==> src/rtl/gcd_pkg.sv <==
// Shared constants and FSM state type for the gcd dispatcher.
//   GCD_WIDTH : default operand/result width (must match the gcd core)
//   GCD_DEPTH : default operand FIFO depth
//   GCD_TAG_W : default job tag width
//   disp_state_t : dispatcher FSM state, 2-bit encoding like the core
package gcd_pkg;

    localparam int unsigned GCD_WIDTH = 8;
    localparam int unsigned GCD_DEPTH = 4;
    localparam int unsigned GCD_TAG_W = 4;

    typedef enum logic [1:0] {
        IDLE  = 2'd0,
        ISSUE = 2'd1,
        WAIT  = 2'd2
    } disp_state_t;

endpackage

==> src/rtl/gcd_dispatch_if.sv <==
// Bus bundle of the gcd dispatcher: operand stream in, core command/result,
// result stream out.
//   slave  : dispatcher side (gcd_dispatch)
//   master : environment side (producer, gcd core, consumer)
interface gcd_dispatch_if
    import gcd_pkg::*;
#(
    parameter int unsigned WIDTH = GCD_WIDTH,
    parameter int unsigned TAG_W = GCD_TAG_W
);
    logic             IN_VALID;
    logic             IN_READY;
    logic [WIDTH-1:0] IN_A;
    logic [WIDTH-1:0] IN_B;
    logic             GCD_START;
    logic [WIDTH-1:0] GCD_A;
    logic [WIDTH-1:0] GCD_B;
    logic [WIDTH-1:0] GCD_Y;
    logic             GCD_DONE;
    logic             GCD_ERROR;
    logic             OUT_VALID;
    logic             OUT_READY;
    logic [WIDTH-1:0] OUT_Y;
    logic             OUT_ERR;
    logic [TAG_W-1:0] OUT_TAG;

    modport slave (
        input  IN_VALID, IN_A, IN_B, GCD_Y, GCD_DONE, GCD_ERROR, OUT_READY,
        output IN_READY, GCD_START, GCD_A, GCD_B, OUT_VALID, OUT_Y, OUT_ERR, OUT_TAG
    );

    modport master (
        output IN_VALID, IN_A, IN_B, GCD_Y, GCD_DONE, GCD_ERROR, OUT_READY,
        input  IN_READY, GCD_START, GCD_A, GCD_B, OUT_VALID, OUT_Y, OUT_ERR, OUT_TAG
    );

endinterface

==> src/rtl/gcd_op_fifo.sv <==
// Synchronous FIFO of operand pairs for the gcd dispatcher.
//   CLK, RST  : clock, asynchronous active-high reset (empties the FIFO)
//   push_i    : write data_i (ignored when full)
//   pop_i     : drop the head entry (ignored when empty)
//   head_o    : current head entry
//   full_o, empty_o : occupancy flags from registered pointers
module gcd_op_fifo #(
    parameter int unsigned DATA_W = 16,
    parameter int unsigned DEPTH  = 4
) (
    input  logic              CLK,
    input  logic              RST,
    input  logic              push_i,
    input  logic              pop_i,
    input  logic [DATA_W-1:0] data_i,
    output logic [DATA_W-1:0] head_o,
    output logic              full_o,
    output logic              empty_o
);
    localparam int unsigned AW = $clog2(DEPTH);
    localparam int unsigned PW = AW + 1;

    logic [DATA_W-1:0] mem_q [DEPTH];
    logic [PW-1:0]     wr_q, rd_q;
    logic              do_push, do_pop;

    // Extra pointer bit distinguishes full from empty when the indices match.
    assign full_o  = (wr_q[AW] != rd_q[AW]) && (wr_q[AW-1:0] == rd_q[AW-1:0]);
    assign empty_o = (wr_q == rd_q);
    assign head_o  = mem_q[rd_q[AW-1:0]];

    assign do_push = push_i && !full_o;
    assign do_pop  = pop_i && !empty_o;

    // Pointer registers.
    always_ff @(posedge CLK or posedge RST) begin
        if (RST) begin
            wr_q <= '0;
            rd_q <= '0;
        end else begin
            if (do_push) wr_q <= wr_q + PW'(1);
            if (do_pop)  rd_q <= rd_q + PW'(1);
        end
    end

    // Storage, no reset needed: contents are qualified by the pointers.
    always_ff @(posedge CLK) begin
        if (do_push) mem_q[wr_q[AW-1:0]] <= data_i;
    end

endmodule

==> src/rtl/gcd_dispatch.sv <==
// Feeder and result collector for the gcd core: buffers operand pairs,
// issues one job at a time with a one-cycle GCD_START, and holds each
// result with a wrapping job tag until the consumer accepts it.
//   CLK, RST : clock, asynchronous active-high reset
//   bus      : gcd_dispatch_if.slave (IN_*, GCD_*, OUT_* signals)
// Build option GCD_ZERO_BYPASS_EN: pairs with a zero operand are answered
// directly from IDLE with OUT_ERR=1, without starting the core.
module gcd_dispatch
    import gcd_pkg::*;
#(
    parameter int unsigned WIDTH = GCD_WIDTH,
    parameter int unsigned DEPTH = GCD_DEPTH,
    parameter int unsigned TAG_W = GCD_TAG_W
) (
    input logic           CLK,
    input logic           RST,
    gcd_dispatch_if.slave bus
);
    localparam int unsigned PAIR_W = 2 * WIDTH;

    disp_state_t      state_q, state_d;
    logic             start_q, start_d;
    logic [WIDTH-1:0] gcd_a_q, gcd_a_d, gcd_b_q, gcd_b_d;
    logic             out_valid_q, out_valid_d;
    logic [WIDTH-1:0] out_y_q, out_y_d;
    logic             out_err_q, out_err_d;
    logic [TAG_W-1:0] out_tag_q, out_tag_d;
    logic [TAG_W-1:0] tag_q, tag_d;
    logic             rdy_q;

    logic [PAIR_W-1:0] head;
    logic [WIDTH-1:0]  head_a, head_b;
    logic              full, empty, push, pop, in_ready, head_zero;

    // rdy_q keeps IN_READY low while reset is asserted.
    assign in_ready = rdy_q && !full;
    assign push     = bus.IN_VALID && in_ready;
    assign head_a   = head[PAIR_W-1:WIDTH];
    assign head_b   = head[WIDTH-1:0];

`ifdef GCD_ZERO_BYPASS_EN
    assign head_zero = (head_a == '0) || (head_b == '0);
`else
    assign head_zero = 1'b0;
`endif

    gcd_op_fifo #(
        .DATA_W (PAIR_W),
        .DEPTH  (DEPTH)
    ) u_fifo (
        .CLK     (CLK),
        .RST     (RST),
        .push_i  (push),
        .pop_i   (pop),
        .data_i  ({bus.IN_A, bus.IN_B}),
        .head_o  (head),
        .full_o  (full),
        .empty_o (empty)
    );

    // State and output registers.
    always_ff @(posedge CLK or posedge RST) begin
        if (RST) begin
            state_q     <= IDLE;
            start_q     <= 1'b0;
            gcd_a_q     <= '0;
            gcd_b_q     <= '0;
            out_valid_q <= 1'b0;
            out_y_q     <= '0;
            out_err_q   <= 1'b0;
            out_tag_q   <= '0;
            tag_q       <= '0;
            rdy_q       <= 1'b0;
        end else begin
            state_q     <= state_d;
            start_q     <= start_d;
            gcd_a_q     <= gcd_a_d;
            gcd_b_q     <= gcd_b_d;
            out_valid_q <= out_valid_d;
            out_y_q     <= out_y_d;
            out_err_q   <= out_err_d;
            out_tag_q   <= out_tag_d;
            tag_q       <= tag_d;
            rdy_q       <= 1'b1;
        end
    end

    // Next-state logic; a held result blocks the next issue.
    always_comb begin
        state_d = state_q;
        case (state_q)
            IDLE:    if (!empty && !out_valid_q && !head_zero) state_d = ISSUE;
            ISSUE:   state_d = WAIT;
            WAIT:    if (bus.GCD_DONE) state_d = IDLE;
            default: state_d = IDLE;
        endcase
    end

    // Output/datapath logic; DONE outside WAIT is ignored.
    always_comb begin
        pop         = 1'b0;
        start_d     = 1'b0;
        gcd_a_d     = gcd_a_q;
        gcd_b_d     = gcd_b_q;
        out_valid_d = out_valid_q && !bus.OUT_READY;
        out_y_d     = out_y_q;
        out_err_d   = out_err_q;
        out_tag_d   = out_tag_q;
        tag_d       = tag_q;
        case (state_q)
            IDLE: begin
                if (!empty && !out_valid_q) begin
                    pop = 1'b1;
                    if (head_zero) begin
                        out_valid_d = 1'b1;
                        out_y_d     = '0;
                        out_err_d   = 1'b1;
                        out_tag_d   = tag_q;
                        tag_d       = tag_q + TAG_W'(1);
                    end else begin
                        gcd_a_d = head_a;
                        gcd_b_d = head_b;
                        start_d = 1'b1;
                    end
                end
            end
            WAIT: begin
                if (bus.GCD_DONE) begin
                    out_valid_d = 1'b1;
                    out_y_d     = bus.GCD_ERROR ? '0 : bus.GCD_Y;
                    out_err_d   = bus.GCD_ERROR;
                    out_tag_d   = tag_q;
                    tag_d       = tag_q + TAG_W'(1);
                end
            end
            default: ;
        endcase
    end

    assign bus.IN_READY  = in_ready;
    assign bus.GCD_START = start_q;
    assign bus.GCD_A     = gcd_a_q;
    assign bus.GCD_B     = gcd_b_q;
    assign bus.OUT_VALID = out_valid_q;
    assign bus.OUT_Y     = out_y_q;
    assign bus.OUT_ERR   = out_err_q;
    assign bus.OUT_TAG   = out_tag_q;

endmodule

==> src/flat_wrapper.sv <==
// flat-port wrapper written by rule: the top's interface ports become plain ports
module gcd_dispatch_flat import gcd_pkg::*;
#(
    parameter int unsigned WIDTH = GCD_WIDTH,
    parameter int unsigned DEPTH = GCD_DEPTH,
    parameter int unsigned TAG_W = GCD_TAG_W
)
  (CLK, RST, bus_IN_VALID, bus_IN_A, bus_IN_B, bus_GCD_Y, bus_GCD_DONE, bus_GCD_ERROR, bus_OUT_READY, bus_IN_READY, bus_GCD_START, bus_GCD_A, bus_GCD_B, bus_OUT_VALID, bus_OUT_Y, bus_OUT_ERR, bus_OUT_TAG);
  gcd_dispatch_if #(.WIDTH(WIDTH), .TAG_W(TAG_W)) bus_i ();
  input logic CLK;
  input logic RST;
  input wire logic [$bits(bus_i.IN_VALID)-1:0] bus_IN_VALID;
  input wire logic [$bits(bus_i.IN_A)-1:0] bus_IN_A;
  input wire logic [$bits(bus_i.IN_B)-1:0] bus_IN_B;
  input wire logic [$bits(bus_i.GCD_Y)-1:0] bus_GCD_Y;
  input wire logic [$bits(bus_i.GCD_DONE)-1:0] bus_GCD_DONE;
  input wire logic [$bits(bus_i.GCD_ERROR)-1:0] bus_GCD_ERROR;
  input wire logic [$bits(bus_i.OUT_READY)-1:0] bus_OUT_READY;
  output wire logic [$bits(bus_i.IN_READY)-1:0] bus_IN_READY;
  output wire logic [$bits(bus_i.GCD_START)-1:0] bus_GCD_START;
  output wire logic [$bits(bus_i.GCD_A)-1:0] bus_GCD_A;
  output wire logic [$bits(bus_i.GCD_B)-1:0] bus_GCD_B;
  output wire logic [$bits(bus_i.OUT_VALID)-1:0] bus_OUT_VALID;
  output wire logic [$bits(bus_i.OUT_Y)-1:0] bus_OUT_Y;
  output wire logic [$bits(bus_i.OUT_ERR)-1:0] bus_OUT_ERR;
  output wire logic [$bits(bus_i.OUT_TAG)-1:0] bus_OUT_TAG;
  assign bus_i.IN_VALID = bus_IN_VALID;
  assign bus_i.IN_A = bus_IN_A;
  assign bus_i.IN_B = bus_IN_B;
  assign bus_i.GCD_Y = bus_GCD_Y;
  assign bus_i.GCD_DONE = bus_GCD_DONE;
  assign bus_i.GCD_ERROR = bus_GCD_ERROR;
  assign bus_i.OUT_READY = bus_OUT_READY;
  assign bus_IN_READY = bus_i.IN_READY;
  assign bus_GCD_START = bus_i.GCD_START;
  assign bus_GCD_A = bus_i.GCD_A;
  assign bus_GCD_B = bus_i.GCD_B;
  assign bus_OUT_VALID = bus_i.OUT_VALID;
  assign bus_OUT_Y = bus_i.OUT_Y;
  assign bus_OUT_ERR = bus_i.OUT_ERR;
  assign bus_OUT_TAG = bus_i.OUT_TAG;
  gcd_dispatch #(.WIDTH(WIDTH), .DEPTH(DEPTH), .TAG_W(TAG_W)) u_core (.CLK(CLK), .RST(RST), .bus(bus_i));
endmodule
==> config.mk <==
export PLATFORM = sky130hd
export DESIGN_NAME = gcd_dispatch_flat
export DESIGN_NICKNAME = d
export VERILOG_FILES = /design/src/rtl/gcd_pkg.sv /design/src/rtl/gcd_dispatch_if.sv /design/src/rtl/gcd_op_fifo.sv /design/src/rtl/gcd_dispatch.sv /design/src/flat_wrapper.sv
export SDC_FILE = /design/constraint.sdc
export NUM_CORES = 1
export LEC_CHECK = 0
export CORE_MARGIN = 2
export CORE_UTILIZATION = 40
export CTS_BUF_LIST = sky130_fd_sc_hd__clkbuf_4
export DETAILED_ROUTE_END_ITERATION = 8
export PLACE_DENSITY_LB_ADDON = 0.2
export SKIP_LAST_GASP = 1
export SLEW_MARGIN = 20
export SYNTH_ARGS = -nofsm -noshare
export SYNTH_HDL_FRONTEND = slang
export SYNTH_SLANG_ARGS = --single-unit
==> constraint.sdc <==
create_clock -name CLK -period 3.37 [get_ports CLK]
set_clock_uncertainty 0.2 [all_clocks]
set_input_delay 0.8425 -clock CLK [delete_from_list [all_inputs] [get_ports CLK]]
set_output_delay 0.8425 -clock CLK [all_outputs]
set_load 0.03 [all_outputs]
==> results.txt <==
CP Capture Point: bus_IN_READY
GP Congestion: 0.730
most used routing layer: met2
Port Buffer Count: 61
largest net degree at the start of global routing: 20
DRC errors left: 0
worst reg2reg setup slack: 1.10 ns
hold-fix buffers at CTS: 0
first-pass iteration count of the detailed router: 4
CP cell instances: xnor2_2 > a31oi_1 > buf_4
Die H: 107 um
Tightest Pin Transition: 0.900 ns
number of max-slew violations in the final report: 0
Reg power frac: 41.8%
area of the die: 11,400 um2
cell depth of the worst setup path: 3
most frequent cell after synthesis: edfxtp_1
WL/cell: 16.4 um
# setup viols final: 0
Worst setup startpoint: u_core.u_fifo.wr_q[0]
width of the die: 107 um
max_cap viols: 0
Core Area: 10,300 um2
total gr overflow: 0
post-cts gate resize count: 0
dpl cells: 426
CP bufs+invs: 1
Synth Net Count: 259
Seq cells post-synth: 108
Layout Cells excl Fill: 442
reg2reg start: u_core.state_q[1]
total number of vias: 2,136
Antenna Cells: 0
CTS Buffer Depth: 2
Hold Crit Class: flip-flop to flip-flop
M3 GR Usage: 3.71%
CTS sink count: 108
share of cells above drive strength 1: 24.5%
Crit path max-delay family: flip-flops
Netlist cell types: 28
Switch Pwr: 1650 uW
Tmin final: 2.72 ns
first-pass GRT wire length: 11,800 um
Worst-Skew Late Latency: 0.43 ns
Syn. warnings: 0
synth top area cells: edfxtp_1 45%, dfrtp_1 26%, mux4_2 7.5%
FILL cells: 884
Worst slew margin: 40.0%
Data required, critical path: 2.33 ns
htree depth: 3
TritonCTS clock tree: yes
initial antenna violation count: 0
via-per-instance ratio: 4.83
CP Launch Type: flip-flop
Area Growth Syn to Fin: 23.3%
P_int: 3000 uW
initial drt markers: 70
postcts setup bufs: 0
number of global-route vias before repair: 2,205
Cell Area, Placed: 5070 um2
Logic pwr share: 43.7%
All-Layer GR Usage: 13.8%
CP max FO: 6
initial core utilization: 41.2%
post-synthesis sequential area ratio: 71.4%
Sw Ratio: 35.4%
mapped cell area: 4230 um2
top-area cell type share of the netlist area: 45.4%
Nets: 337
R2R cell count: 3
CP Class: flip-flop to output port
outcome: finished clean
TritonCTS buffer count: 9
Sum Neg Setup Slack: 0 ns
met2 Usage GRT: 21.7%
CP peak stage delay: 0.47 ns
# rows: 37
critical path arrival: 1.68 ns
unrepaired setup endpoints after global routing: no
clock slew at reported path FFs: 0.16 ns
Clk pwr share: 14.4%
Static Leak: 0.00195 uW
Synth Flop Type: edfxtp_1
pre-CTS setup slack: 0.615 ns
DP Wirelength: 4860 um
design area: 5220 um2
syn avg cell area: 19.0 um2
post-route setup slack: 0.650 ns
critical path endpoint category: output port
ys async rst share: 40.7%
top cells by count, synth: 64 x edfxtp_1, 44 x dfrtp_1, 17 x mux2_2, 14 x mux4_2
num ports: 62
Yosys top cell by area: edfxtp_1
Post-synth EDFFs: 64
Post-DRT Antenna Nets: 0
worst vdd ir: 0.418 mV
Tcrit/Tclk final: 80.7%
Highest Clock Rate: 368 MHz
Final Hold Viols: 0
Post-Synthesis Cells: 223
Pwr per Cell Area: 890 nW/um2
worst r2r dst: u_core.u_fifo.rd_q[1]
CP max-delay cell: dfrtp_1
CTS root buf: clkbuf_4
met1 Usage GRT: 19.2%
final WL: 7250 um
final cells by class:
cell class	instances	area [um2]	area share (%)
well taps	136	170	3.26
clock buffers	9	67.6	1.29
inverters	8	30.0	0.576
repair buffers	74	706	13.5
multi-input cells	100	1140	21.8
clock inverters	7	82.6	1.58
flip-flops and latches	108	3020	57.9
cells by family (layout without fill, tap and decap cells):
group | after synthesis | in the layout | share of synthesized area, %
buffers and inverters | 15 | 98 | 2.07
and+or+nand+nor | 26 | 26 | 3.25
muxes | 41 | 41 | 16.1
DFF | 108 | 108 | 71.4
other | 1 | 1 | 0.0886
adders and majority gates | 6 | 6 | 1.77
xor gates and xnor gates | 11 | 11 | 2.90
AOI/OAI and AO/OA | 15 | 15 | 2.42
per-stage QoR:
stage                     power (uW)  hold WS [ns]  utilization (%)
final                           4640         0.280             50.8
after global routing            4910         0.307             50.8
after CTS                       4720         0.283             50.8
after detailed placement        4040         0.263             49.3
after global placement          4010         0.260             49.3
after floorplan                 3400         0.238                -
sequential cells by signal, indices dropped and copies added, names as in the netlist:
| name | flops |
|---|---|
| u_core.bus.GCD_A | 8 |
| u_core.tag_q | 4 |
| u_core.u_fifo.wr_q | 3 |
| u_core.bus.OUT_ERR | 1 |
| u_core.state_q | 2 |
| u_core.bus.OUT_VALID | 1 |
| u_core.bus.OUT_TAG | 4 |
| u_core.bus.GCD_START | 1 |
| u_core.u_fifo.rd_q | 3 |
| u_core.bus.GCD_B | 8 |
| u_core.bus.OUT_Y | 8 |
| u_core.u_fifo.mem_q | 64 |
| u_core.rdy_q | 1 |
cells in the final DEF, fill, tap and decap left out, types with 6 or more instances in the layout:
cell | netlist | final
clkbuf_4 | 0 | 9
mux2_4 | 8 | 8
xor2_1 | 6 | 6
nand2_1 | 9 | 9
buf_4 | 2 | 14
inv_1 | 8 | 7
dfrtp_1 | 44 | 44
mux4_2 | 14 | 14
o21ai_0 | 9 | 9
edfxtp_1 | 64 | 64
clkdlybuf4s50_1 | 0 | 60
nand2b_1 | 8 | 8
mux2_2 | 17 | 17
ha_1 | 6 | 6
power groups by stage:
stage	clock [uW]	sequential [uW]	combinational, uW
floorplan	0	2280	1120
global placement	0	1970	2030
detailed placement	0	1980	2060
CTS	698	1950	2070
global route	739	1990	2180
finish	670	1940	2030
worst min-delay path by stage:
stage               depth (start not counted)  slack, ns            start         endpoint
finish                                      1       0.28  u_core.tag_q[3]  u_core.tag_q[3]
global placement                            1       0.26  u_core.tag_q[3]  u_core.tag_q[3]
floorplan                                   1       0.24  u_core.tag_q[3]  u_core.tag_q[3]
CTS                                         1       0.28  u_core.tag_q[3]  u_core.tag_q[3]
global route                                1       0.31  u_core.tag_q[3]  u_core.tag_q[3]
detailed placement                          1       0.26  u_core.tag_q[3]  u_core.tag_q[3]
layer usage:
| layer | routed length [um] | vias up |
|---|---|---|
| li1 | - | 993 |
| met2 | 3470 | 58 |
| met4 | 76 | 0 |
| met5 | 0 | - |
| met3 | 323 | 5 |
| met1 | 3380 | 1080 |
No activity file was read; power rests on OpenSTA's default activity.
